### src/rtl/hc595_pkg.sv
// Shared widths, FSM state type and storage-register unpacking for the 74HC595 receive model.
package hc595_pkg;

    localparam int SEL_WIDTH  = 6;
    localparam int SEG_WIDTH  = 8;
    localparam int FRAME_BITS = SEL_WIDTH + SEG_WIDTH;

    typedef enum logic [1:0] {
        IDLE  = 2'd0,
        SHIFT = 2'd1,
        LATCH = 2'd2
    } state_t;

    typedef struct packed {
        logic [SEL_WIDTH-1:0] selection;
        logic [SEG_WIDTH-1:0] seg;
    } frame_t;

    // Selection bits were shifted first (lowest register bits); segments follow MSB-first.
    function automatic frame_t unpack_frame(input logic [FRAME_BITS-1:0] sr);
        frame_t f;
        f.selection = sr[SEL_WIDTH-1:0];
        for (int k = 0; k < SEG_WIDTH; k++) begin
            f.seg[k] = sr[FRAME_BITS-1-k];
        end
        return f;
    endfunction

endpackage

### src/rtl/hc595_sync_edge.sv
// Multi-flop synchronizer for one asynchronous input, with a rising-edge pulse on the synced copy.
module hc595_sync_edge #(
    parameter int SYNC_STAGES = 2
) (
    input  logic clk,
    input  logic rst_n,
    input  logic din,
    output logic level,
    output logic rise
);

    logic [SYNC_STAGES-1:0] sync_reg;
    logic                   prev_reg;

    always_ff @(posedge clk or negedge rst_n) begin
        if (!rst_n) begin
            sync_reg <= '0;
            prev_reg <= 1'b0;
        end else begin
            sync_reg <= {sync_reg[SYNC_STAGES-2:0], din};
            prev_reg <= sync_reg[SYNC_STAGES-1];
        end
    end

    assign level = sync_reg[SYNC_STAGES-1];
    assign rise  = sync_reg[SYNC_STAGES-1] & ~prev_reg;

endmodule

### src/rtl/hc595_receiver.sv
// Receive-side 74HC595 model: rebuilds digit selection and segment word from ds/shcp/stcp/oe.
// Optional bit-count checking of each frame is enabled with `define HC595_FRAME_CHECK_EN.
module hc595_receiver
    import hc595_pkg::*;
#(
    parameter int SEL_WIDTH   = hc595_pkg::SEL_WIDTH,
    parameter int SEG_WIDTH   = hc595_pkg::SEG_WIDTH,
    parameter int SYNC_STAGES = 2
) (
    input  logic                 system_clock,
    input  logic                 system_reset_n,
    input  logic                 ds,
    input  logic                 shcp,
    input  logic                 stcp,
    input  logic                 oe,
    output logic [SEL_WIDTH-1:0] selection_out,
    output logic [SEG_WIDTH-1:0] seg_out,
    output logic                 frame_valid,
    output logic                 frame_err
);

    localparam int N       = SEL_WIDTH + SEG_WIDTH;
    localparam int IN_DS   = 0;
    localparam int IN_SHCP = 1;
    localparam int IN_STCP = 2;
    localparam int IN_OE   = 3;

    logic [3:0] raw;
    logic [3:0] level;
    logic [3:0] rise;

    assign raw = {oe, stcp, shcp, ds};

    // Identical synchronizers keep ds aligned with the shcp edge it is sampled on.
    generate
        for (genvar gi = 0; gi < 4; gi++) begin : g_sync
            hc595_sync_edge #(
                .SYNC_STAGES(SYNC_STAGES)
            ) u_sync (
                .clk  (system_clock),
                .rst_n(system_reset_n),
                .din  (raw[gi]),
                .level(level[gi]),
                .rise (rise[gi])
            );
        end
    endgenerate

    logic unused_rise;
    assign unused_rise = rise[IN_DS] | rise[IN_OE];

    logic ds_s;
    logic oe_s;
    logic shcp_rise;
    logic stcp_rise;

    assign ds_s      = level[IN_DS];
    assign oe_s      = level[IN_OE];
    assign shcp_rise = rise[IN_SHCP];
    assign stcp_rise = rise[IN_STCP];

    state_t         state_reg, state_next;
    logic [N-1:0]   sr_reg;
    logic [N-1:0]   snap_reg;
    logic [N-1:0]   storage_reg;
    logic [4:0]     bit_cnt_reg;
    logic           ok_reg;
    logic           valid_reg;
    logic           frame_ok;

`ifdef HC595_FRAME_CHECK_EN
    assign frame_ok = (bit_cnt_reg == 5'(N));
`else
    assign frame_ok = 1'b1;
`endif

    always_comb begin
        state_next = state_reg;
        case (state_reg)
            IDLE: begin
                if (stcp_rise) begin
                    state_next = LATCH;
                end else if (shcp_rise) begin
                    state_next = SHIFT;
                end
            end
            SHIFT: begin
                if (stcp_rise) begin
                    state_next = LATCH;
                end
            end
            LATCH:   state_next = IDLE;
            default: state_next = IDLE;
        endcase
    end

    // snap_reg holds the pre-shift register so a coincident shcp edge cannot leak into the frame.
    always_ff @(posedge system_clock or negedge system_reset_n) begin
        if (!system_reset_n) begin
            state_reg   <= IDLE;
            sr_reg      <= '0;
            snap_reg    <= '0;
            storage_reg <= '0;
            bit_cnt_reg <= '0;
            ok_reg      <= 1'b0;
            valid_reg   <= 1'b0;
        end else begin
            state_reg <= state_next;
            if (shcp_rise) begin
                sr_reg <= {ds_s, sr_reg[N-1:1]};
            end
            if (stcp_rise) begin
                bit_cnt_reg <= shcp_rise ? 5'd1 : 5'd0;
                snap_reg    <= sr_reg;
                ok_reg      <= frame_ok;
            end else if (shcp_rise && bit_cnt_reg != 5'd31) begin
                bit_cnt_reg <= bit_cnt_reg + 5'd1;
            end
            valid_reg <= (state_reg == LATCH) && ok_reg;
            if (state_reg == LATCH && ok_reg) begin
                storage_reg <= snap_reg;
            end
        end
    end

`ifdef HC595_FRAME_CHECK_EN
    logic err_reg;

    always_ff @(posedge system_clock or negedge system_reset_n) begin
        if (!system_reset_n) begin
            err_reg <= 1'b0;
        end else begin
            err_reg <= (state_reg == LATCH) && !ok_reg;
        end
    end

    assign frame_err = err_reg;
`else
    assign frame_err = 1'b0;
`endif

    frame_t fields;
    assign fields = unpack_frame(storage_reg);

    assign selection_out = oe_s ? '0 : fields.selection;
    assign seg_out       = oe_s ? '0 : fields.seg;
    assign frame_valid   = valid_reg;

endmodule
### config.mk
export PLATFORM = sky130hd
export DESIGN_NAME = hc595_receiver
export DESIGN_NICKNAME = d
export VERILOG_FILES = /design/src/rtl/hc595_pkg.sv /design/src/rtl/hc595_sync_edge.sv /design/src/rtl/hc595_receiver.sv
export SDC_FILE = /design/constraint.sdc
export NUM_CORES = 1
export LEC_CHECK = 0
export BUFFER_PORTS_ARGS = -buffer_cell sky130_fd_sc_hd__buf_2
export CORE_UTILIZATION = 51
export CTS_CLUSTER_DIAMETER = 200
export DETAILED_ROUTE_END_ITERATION = 16
export MAX_ROUTING_LAYER = met4
export PLACE_DENSITY = 0.73
export SKIP_CTS_REPAIR_TIMING = 1
export SYNTH_ARGS = -nofsm -noshare
export SYNTH_HDL_FRONTEND = slang
export SYNTH_SLANG_ARGS = --single-unit
### constraint.sdc
create_clock -name system_clock -period 1.4 [get_ports system_clock]
set_clock_uncertainty 0.1 [all_clocks]
set_input_delay 0.28 -clock system_clock [delete_from_list [all_inputs] [get_ports system_clock]]
set_output_delay 0.28 -clock system_clock [all_outputs]
set_load 0.01 [all_outputs]
Word level (Yosys, flattened, before mapping)
Cells that the tools add are included.
{"block": "totals", "output_inout_bits": 16, "ff_bits": 56, "wordCells": 29}
{"block": "op_classes", "n_eq_ne": 4, "n_bitwise": 4, "n_reduce_logical": 3, "n_mux": 6}
{"operator": "$mux 8", "n": 1}
{"operator": "$mux 2", "n": 3}
{"operator": "$mux 6", "n": 1}
{"operator": "$pmux 2 s2", "n": 1}
{"operator": "$ne 3x1->1 const B", "n": 1}
{"operator": "$and 1x1->1", "n": 2}
{"operator": "$eq 2x1->1 const B", "n": 1}
{"operator": "$eq 2x2->1 const B", "n": 1}
{"operator": "$logic_not 2->1", "n": 1}
{"operator": "$ne 2x1->1 const B", "n": 1}
{"operator": "$not 1->1", "n": 2}
{"operator": "$reduce_and 2->1", "n": 1}
{"operator": "$logic_and 1x1->1", "n": 1}

Longest topological paths before layout
Gate-level depths: netlist (run 1).
{"block": "logic_depth", "word_depth": 5, "ltp_mapped": 4}

Cells and area by module
Synthesis (run 1) repeated with hierarchy kept, for this count alone.
{"block": "unflattened", "hier_cells": 132, "hier_area_um2": 2198.4}
{"mod": "hc595_receiver", "area_per_inst_um2": 1843.0, "n_inst": 1, "cells_per_inst": 116}
{"mod": "hc595_sync_edge", "area_per_inst_um2": 88.8, "n_inst": 4, "cells_per_inst": 4}

Worst setup path after synthesis (run 1)
OpenSTA, ideal clock, no wires.
{"block": "synth_timing", "kind": "flip-flop to flip-flop", "from": "register g_sync[2].u_sync.prev_reg", "to": "register snap_reg[10]", "stages_incl_launch_ff": 5, "t_arrival_ps": 1046, "path_slack_ps": 129, "period_less_slack_ps": 1271, "required_ps": 1175, "cell_sequence": "dfrtp_1 -> nor2b_4 -> buf_6 -> buf_6 -> mux2_2"}
{"block": "synth_via", "elab_chain_cells": 2}
{"element": "start, declared", "line": "hc595_sync_edge.sv:13", "text": "logic prev_reg;"}
{"element": "start signal, assigned", "line": "hc595_sync_edge.sv:21", "text": "prev_reg <= sync_reg[SYNC_STAGES-1];"}
{"element": "$not 1->1", "line": "hc595_sync_edge.sv:26", "text": "assign rise = sync_reg[SYNC_STAGES-1] & ~prev_reg;"}
{"element": "$and 1x1->1", "line": "hc595_sync_edge.sv:26"}
{"element": "end signal, assigned", "line": "hc595_receiver.sv:114", "text": "snap_reg <= sr_reg;"}
{"element": "end, declared", "line": "hc595_receiver.sv:64", "text": "logic [N-1:0] snap_reg;"}
Every way passes these cells.
A chain may end at the register's enable or synchronous reset.

Worst setup path after layout (run 1)
{"block": "layout_timing", "from": "register g_sync[3].u_sync.sync_reg[1]", "to": "output port seg_out[6]"}
{"block": "layout_via", "elab_chain_cells": 1}
{"element": "start, declared", "line": "hc595_sync_edge.sv:12", "text": "logic [SYNC_STAGES-1:0] sync_reg;"}
{"element": "start signal, assigned", "line": "hc595_sync_edge.sv:20", "text": "sync_reg <= {sync_reg[SYNC_STAGES-2:0], din};"}
{"element": "$mux 8", "line": "hc595_receiver.sv:146", "text": "assign seg_out = oe_s ? '0 : fields.seg;"}
{"element": "end, declared", "line": "hc595_receiver.sv:17", "text": "output logic [SEG_WIDTH-1:0] seg_out,"}
Every way passes these cells.

==> results of run 1 <==
-- path summary, 6_finish.rpt --
kind / start / endpoint / slack, ns / depth (start not counted)
worst min-delay path: g_sync[3].u_sync.sync_reg[0]$_DFF_PN0_ / g_sync[3].u_sync.sync_reg[1]$_DFF_PN0_ / 0.26 / 0
max in group asynchronous: system_reset_n / snap_reg[8]$_DFFE_PN0P_ / 0.59 / 3
min in group asynchronous: system_reset_n / snap_reg[1]$_DFFE_PN0P_ / 0.38 / 3
worst max register to register: state_reg[0]$_DFFE_PN0P_ / storage_reg[7]$_DFFE_PN0P_ / 0.09 / 2
worst max-delay path: g_sync[3].u_sync.sync_reg[1]$_DFF_PN0_ / seg_out[6] / -0.1 / 3
worst min register to register: g_sync[3].u_sync.sync_reg[0]$_DFF_PN0_ / g_sync[3].u_sync.sync_reg[1]$_DFF_PN0_ / 0.26 / 0
-- cells by family after synthesis --
family | count (synthesis)
flip-flops | 56
multiplexers | 42
AND/OR/NAND/NOR | 19
buffers and inverters | 9
AO/OA/AOI/OAI | 1
other | 1
-- power breakdown --
part | switching [W] | internal [W]
logic | 0.000317 | 0.000732
registers | 0.000323 | 0.00216
clock network | 0.000522 | 0.000539
-- Yosys cell counts --
cell      count
a211oi_1      1
and2b_1       1
buf_12        1
buf_4         1
buf_6         4
clkbuf_1      1
conb_1        1
dfrtp_1      56
inv_1         2
mux2_2       24
mux2_4       18
nand2b_1      1
nand3b_4      1
nor2b_1      14
nor2b_4       1
or2_2         1
-- final cells by class --
cell class,count,area share [%]
Clock buffer,5,2.73
Timing Repair Buffer,29,9.37
Multi-Input combinational cell,63,27.8
Tap cell,50,2.48
Clock inverter,3,1.88
Inverter,2,0.297
Sequential cell,56,55.5
-- stage by stage --
step / total power (W) / utilization [%] / cell area (sq um) / instances
2_1_floorplan: 0.00322 / - / 2180 / 128
3_3_place_gp: 0.00347 / 57.8 / 2340 / 195
4_1_cts: 0.00462 / 60.7 / 2460 / 203
6_report: 0.00459 / 62.2 / 2520 / 208
5_1_grt: 0.00485 / 62.2 / 2520 / 208
3_5_place_dp: 0.00356 / 57.8 / 2340 / 195
-- worst max-delay path: stages, from the launching register on --
cell,delay (ns)
dfrtp_1,0.40
buf_12,0.15
nor2b_1,0.11
buf_2,0.14
-- routing by layer --
metal	global-route usage, %	share of wire [%]
met4	7.98	1.9
met2	23.4	49
met5	-	0
met1	20.9	45
met3	6.59	4.1
==> results.cfg, run 1 <==
[outcome]
status = finished, violations left
violations = setup timing

[logic_synthesis]
synth.distinct_cells = 16
synth_xor_area_share_pct = 0
synth_cells = 128
ys_ff_latch = 56
synth_simple_gate_area_share_pct = 6.49
synth_fa_ha_area_share_pct = 0
syn-num-nets = 134
seq_area_frac_synth_pct = 64.3
syn_area_per_cell_sq_um = 17.0
yosys.area.top_type = dfrtp_1
synthMuxAreaShare_pct = 24.8
synth_compound_gate_area_share_pct = 0.345
yosys_warnings = 0
synth_area_sq_um = 2180
synth_top_family_by_area = multiplexers
synth.area.top_cells = dfrtp_1, mux2_4, mux2_2
yosysTopAreaCellShare_pct = 64.3

[floorplanning]
coreArea_sq_um = 4060
die_area_sq_um = 4540
fp.dieW_um = 67.4
ioPinCount = 22
rows = 23
die_h_um = 67.4
start_util_pct = 53.7

[cells_and_area]
fin_nets = 163
final_common_cell = dfrtp_1
area_growth_pct = 15.9
multi_input_area_sq_um = 701
drive_gt1_share_pct = 49.4
nFillCells = 298
antennaDiodeCount = 0
seqCellArea_sq_um = 1400
final_cell_mix = dfrtp_1, mux2_2, buf_2

[detailed_routing]
drt-initial-drc-count = 31
routedWlPerCell_um = 14.8
drtAntennaViolNets = 0
vias = 1010
drt_wl_total_um = 3070
drt_pre_antenna_iters = 4
drc = 0
routed_via_density = 4.86

[clock_network]
cts_root_buffer = clkbuf_8
insertion_delay_ns = 0.32
ctsLongestPathBuffers = 2
cts_tree = built
cts_buffers = 5
clock-sinks = 56
cts.clk_slew.worst_paths_ns = 0.09
cts_max_level = 2

[global_route]
grt-ovfl-total = 0
grt_start_max_net_pins = 57
first_global_vias = 1032
grt_pass1_wl_um = 5040
antenna_found_initial = 0
grtUsageTotal_pct = 16.6

[timing]
setup_tns_ns = -1.17
slew_viol_final = 0
setup_viol_count_final = 14
period_minus_slack_ns = 1.50
hold_viol_final = 0
rsz0062_at_grt = true
timing.fmax_mhz = 669
min_period_over_period_pct = 107
hold_slack_ns = 0.255
worst_slack_ns = -0.0953

[power]
leakage_nw = 1.25
power_density_nw_per_um2 = 1820
peakVddDrop_mv = 0.874

[placement]
io_buffers = 20
routabilityCongestion = 0.701
pre_cts_slack_ns = 0.0960
dpl.hpwl_um = 1970

[critical_path]
crit_path_end_kind = output pin
critPathLaunchType = flip-flop
crit_fanout = 14
required_ns = 1.02
crit_type = reg -> out
cp.arrival_ns = 1.12

[run]
drv_cap = 0

[hold_path]
hp-class = reg -> reg
(Power assumes the default switching activity.)
==> run 2, diff against run 1 <==
--- a/config.mk
+++ b/config.mk
@@ -12,6 +12,7 @@
 export MAX_ROUTING_LAYER = met4
 export PLACE_DENSITY = 0.73
 export SKIP_CTS_REPAIR_TIMING = 1
+export SKIP_LAST_GASP = 1
 export SYNTH_ARGS = -nofsm -noshare
 export SYNTH_HDL_FRONTEND = slang
 export SYNTH_SLANG_ARGS = --single-unit
==> results.cfg, run 2 (synthesized netlist as in run 1, its figures left out) <==
[cells_and_area]
nFillCells = 299
drive_gt1_share_pct = 49.4
antennaDiodeCount = 0
fin_util_pct = 62.1
final_cell_mix = dfrtp_1, mux2_2, buf_2
final_common_cell = dfrtp_1
fin_nets = 163
area_growth_pct = 15.6

[power]
leakage_nw = 1.25
power_density_nw_per_um2 = 1820
peakVddDrop_mv = 0.874

[floorplanning]
ioPinCount = 22
rows = 23
start_util_pct = 53.7
coreArea_sq_um = 4060
die_area_sq_um = 4540
fp.dieW_um = 67.4
die_h_um = 67.4

[critical_path]
reg2reg_slack_ns = 0.09
cp.arrival_ns = 1.12
r2r_start = state_reg[0]$_DFFE_PN0P_
crit_fanout = 14
path_buf_inv = 2
reg2reg_depth = 2
crit_chain = buf_12, nor2b_1, buf_2
crit_family = flip-flops
worst-path-stages = 3
critPathLaunchType = flip-flop
slowest_stage = dfrtp_1
crit_path_end_kind = output pin
max_stage_delay_ns = 0.40
r2r-end = storage_reg[7]$_DFFE_PN0P_
crit_type = reg -> out
crit_end = seg_out[6]
required_ns = 1.02
critPathLaunch = g_sync[3].u_sync.sync_reg[1]$_DFF_PN0_

[detailed_routing]
drt_wl_total_um = 3070
drc = 0
drtAntennaViolNets = 0
routed_via_density = 4.87
vias = 1012
routedWlPerCell_um = 14.8
drt_pre_antenna_iters = 4
drt-initial-drc-count = 31

[outcome]
status = finished, violations left
violations = setup timing

[clock_network]
cts_root_buffer = clkbuf_8
cts.clk_slew.worst_paths_ns = 0.09
cts_buffers = 5
clock-sinks = 56
cts_max_level = 2
insertion_delay_ns = 0.32
ctsLongestPathBuffers = 2
cts_tree = built

[timing]
min_period_over_period_pct = 107
hold_slack_ns = 0.255
worst_slack_ns = -0.0953
period_minus_slack_ns = 1.50
rsz0062_at_grt = true
slew_viol_final = 0
hold_viol_final = 0
timing.fmax_mhz = 669
setup_viol_count_final = 14

[global_route]
grt-ovfl-total = 0
grt_pass1_wl_um = 5040
grt_start_max_net_pins = 57
first_global_vias = 1032
antenna_found_initial = 0
grtUsageTotal_pct = 16.6

[placement]
routabilityCongestion = 0.701
dpl.hpwl_um = 1970
io_buffers = 20

[run]
drv_cap = 0

[hold_path]
hp-class = reg -> reg
## run 2: cell counts in the layout (fill, tap and decap cells not counted)
No cell type changed its count.
## run 2: layout make-up
class                           count  area (sq um)  share of cell area, %
Clock buffer                        5          68.8                   2.73
Clock inverter                      3          47.5                   1.89
Inverter                            2          7.51                  0.298
Multi-Input combinational cell     63           701                   27.8
Sequential cell                    56          1400                   55.6
Tap cell                           50          62.6                   2.48
Timing Repair Buffer               29           230                   9.14
## run 2: worst min path at each step
stage	start	endpoint	slack (ns)	depth (start not counted)
6_report	g_sync[3].u_sync.sync_reg[0]$_DFF_PN0_	g_sync[3].u_sync.sync_reg[1]$_DFF_PN0_	0.26	0
5_1_grt	g_sync[3].u_sync.sync_reg[0]$_DFF_PN0_	g_sync[3].u_sync.sync_reg[1]$_DFF_PN0_	0.26	0
4_1_cts	system_reset_n	ok_reg$_DFFE_PN0P_	-0.15	2
3_5_place_dp	system_reset_n	snap_reg[1]$_DFFE_PN0P_	0.20	2
3_3_place_gp	system_reset_n	storage_reg[0]$_DFFE_PN0P_	0.20	2
2_1_floorplan	system_reset_n	frame_valid$_DFF_PN0_	-0.12	0
## run 2: worst reg2reg max path, stage by stage (launching register included)
cell and delay, ns:
dfrtp_1 0.39, nand3b_4 0.33, mux2_4 0.38
## run 2: where the power goes
group / internal (W) / leakage, nW / switching [W]
Clock: 0.000539 / 0.0583 / 0.000522
Sequential: 0.00216 / 0.688 / 0.000323
Combinational: 0.000724 / 0.500 / 0.000315
## run 2: layer usage
metal,GRT usage [%],up-vias,part of all wire [%]
met4,7.98,0,1.9
met1,20.9,510,45
li1,-,479,-
met5,-,-,0
met2,23.4,17,49
met3,6.59,6,4.1
## run 2: stage by stage
| stage | area [sq um] | instances | power, W | worst slack [ns] | setup TNS [ns] |
|---|---|---|---|---|---|
| after floorplan | 2180 | 128 | 0.00322 | 0.129 | 0 |
| after global placement | 2340 | 195 | 0.00347 | 0.128 | 0 |
| after detailed placement | 2340 | 195 | 0.00356 | 0.0960 | 0 |
| after CTS | 2460 | 203 | 0.00462 | -0.163 | -1.43 |
| after global routing | 2520 | 208 | 0.00484 | -0.171 | -2.03 |
| final | 2520 | 208 | 0.00459 | -0.0953 | -1.19 |
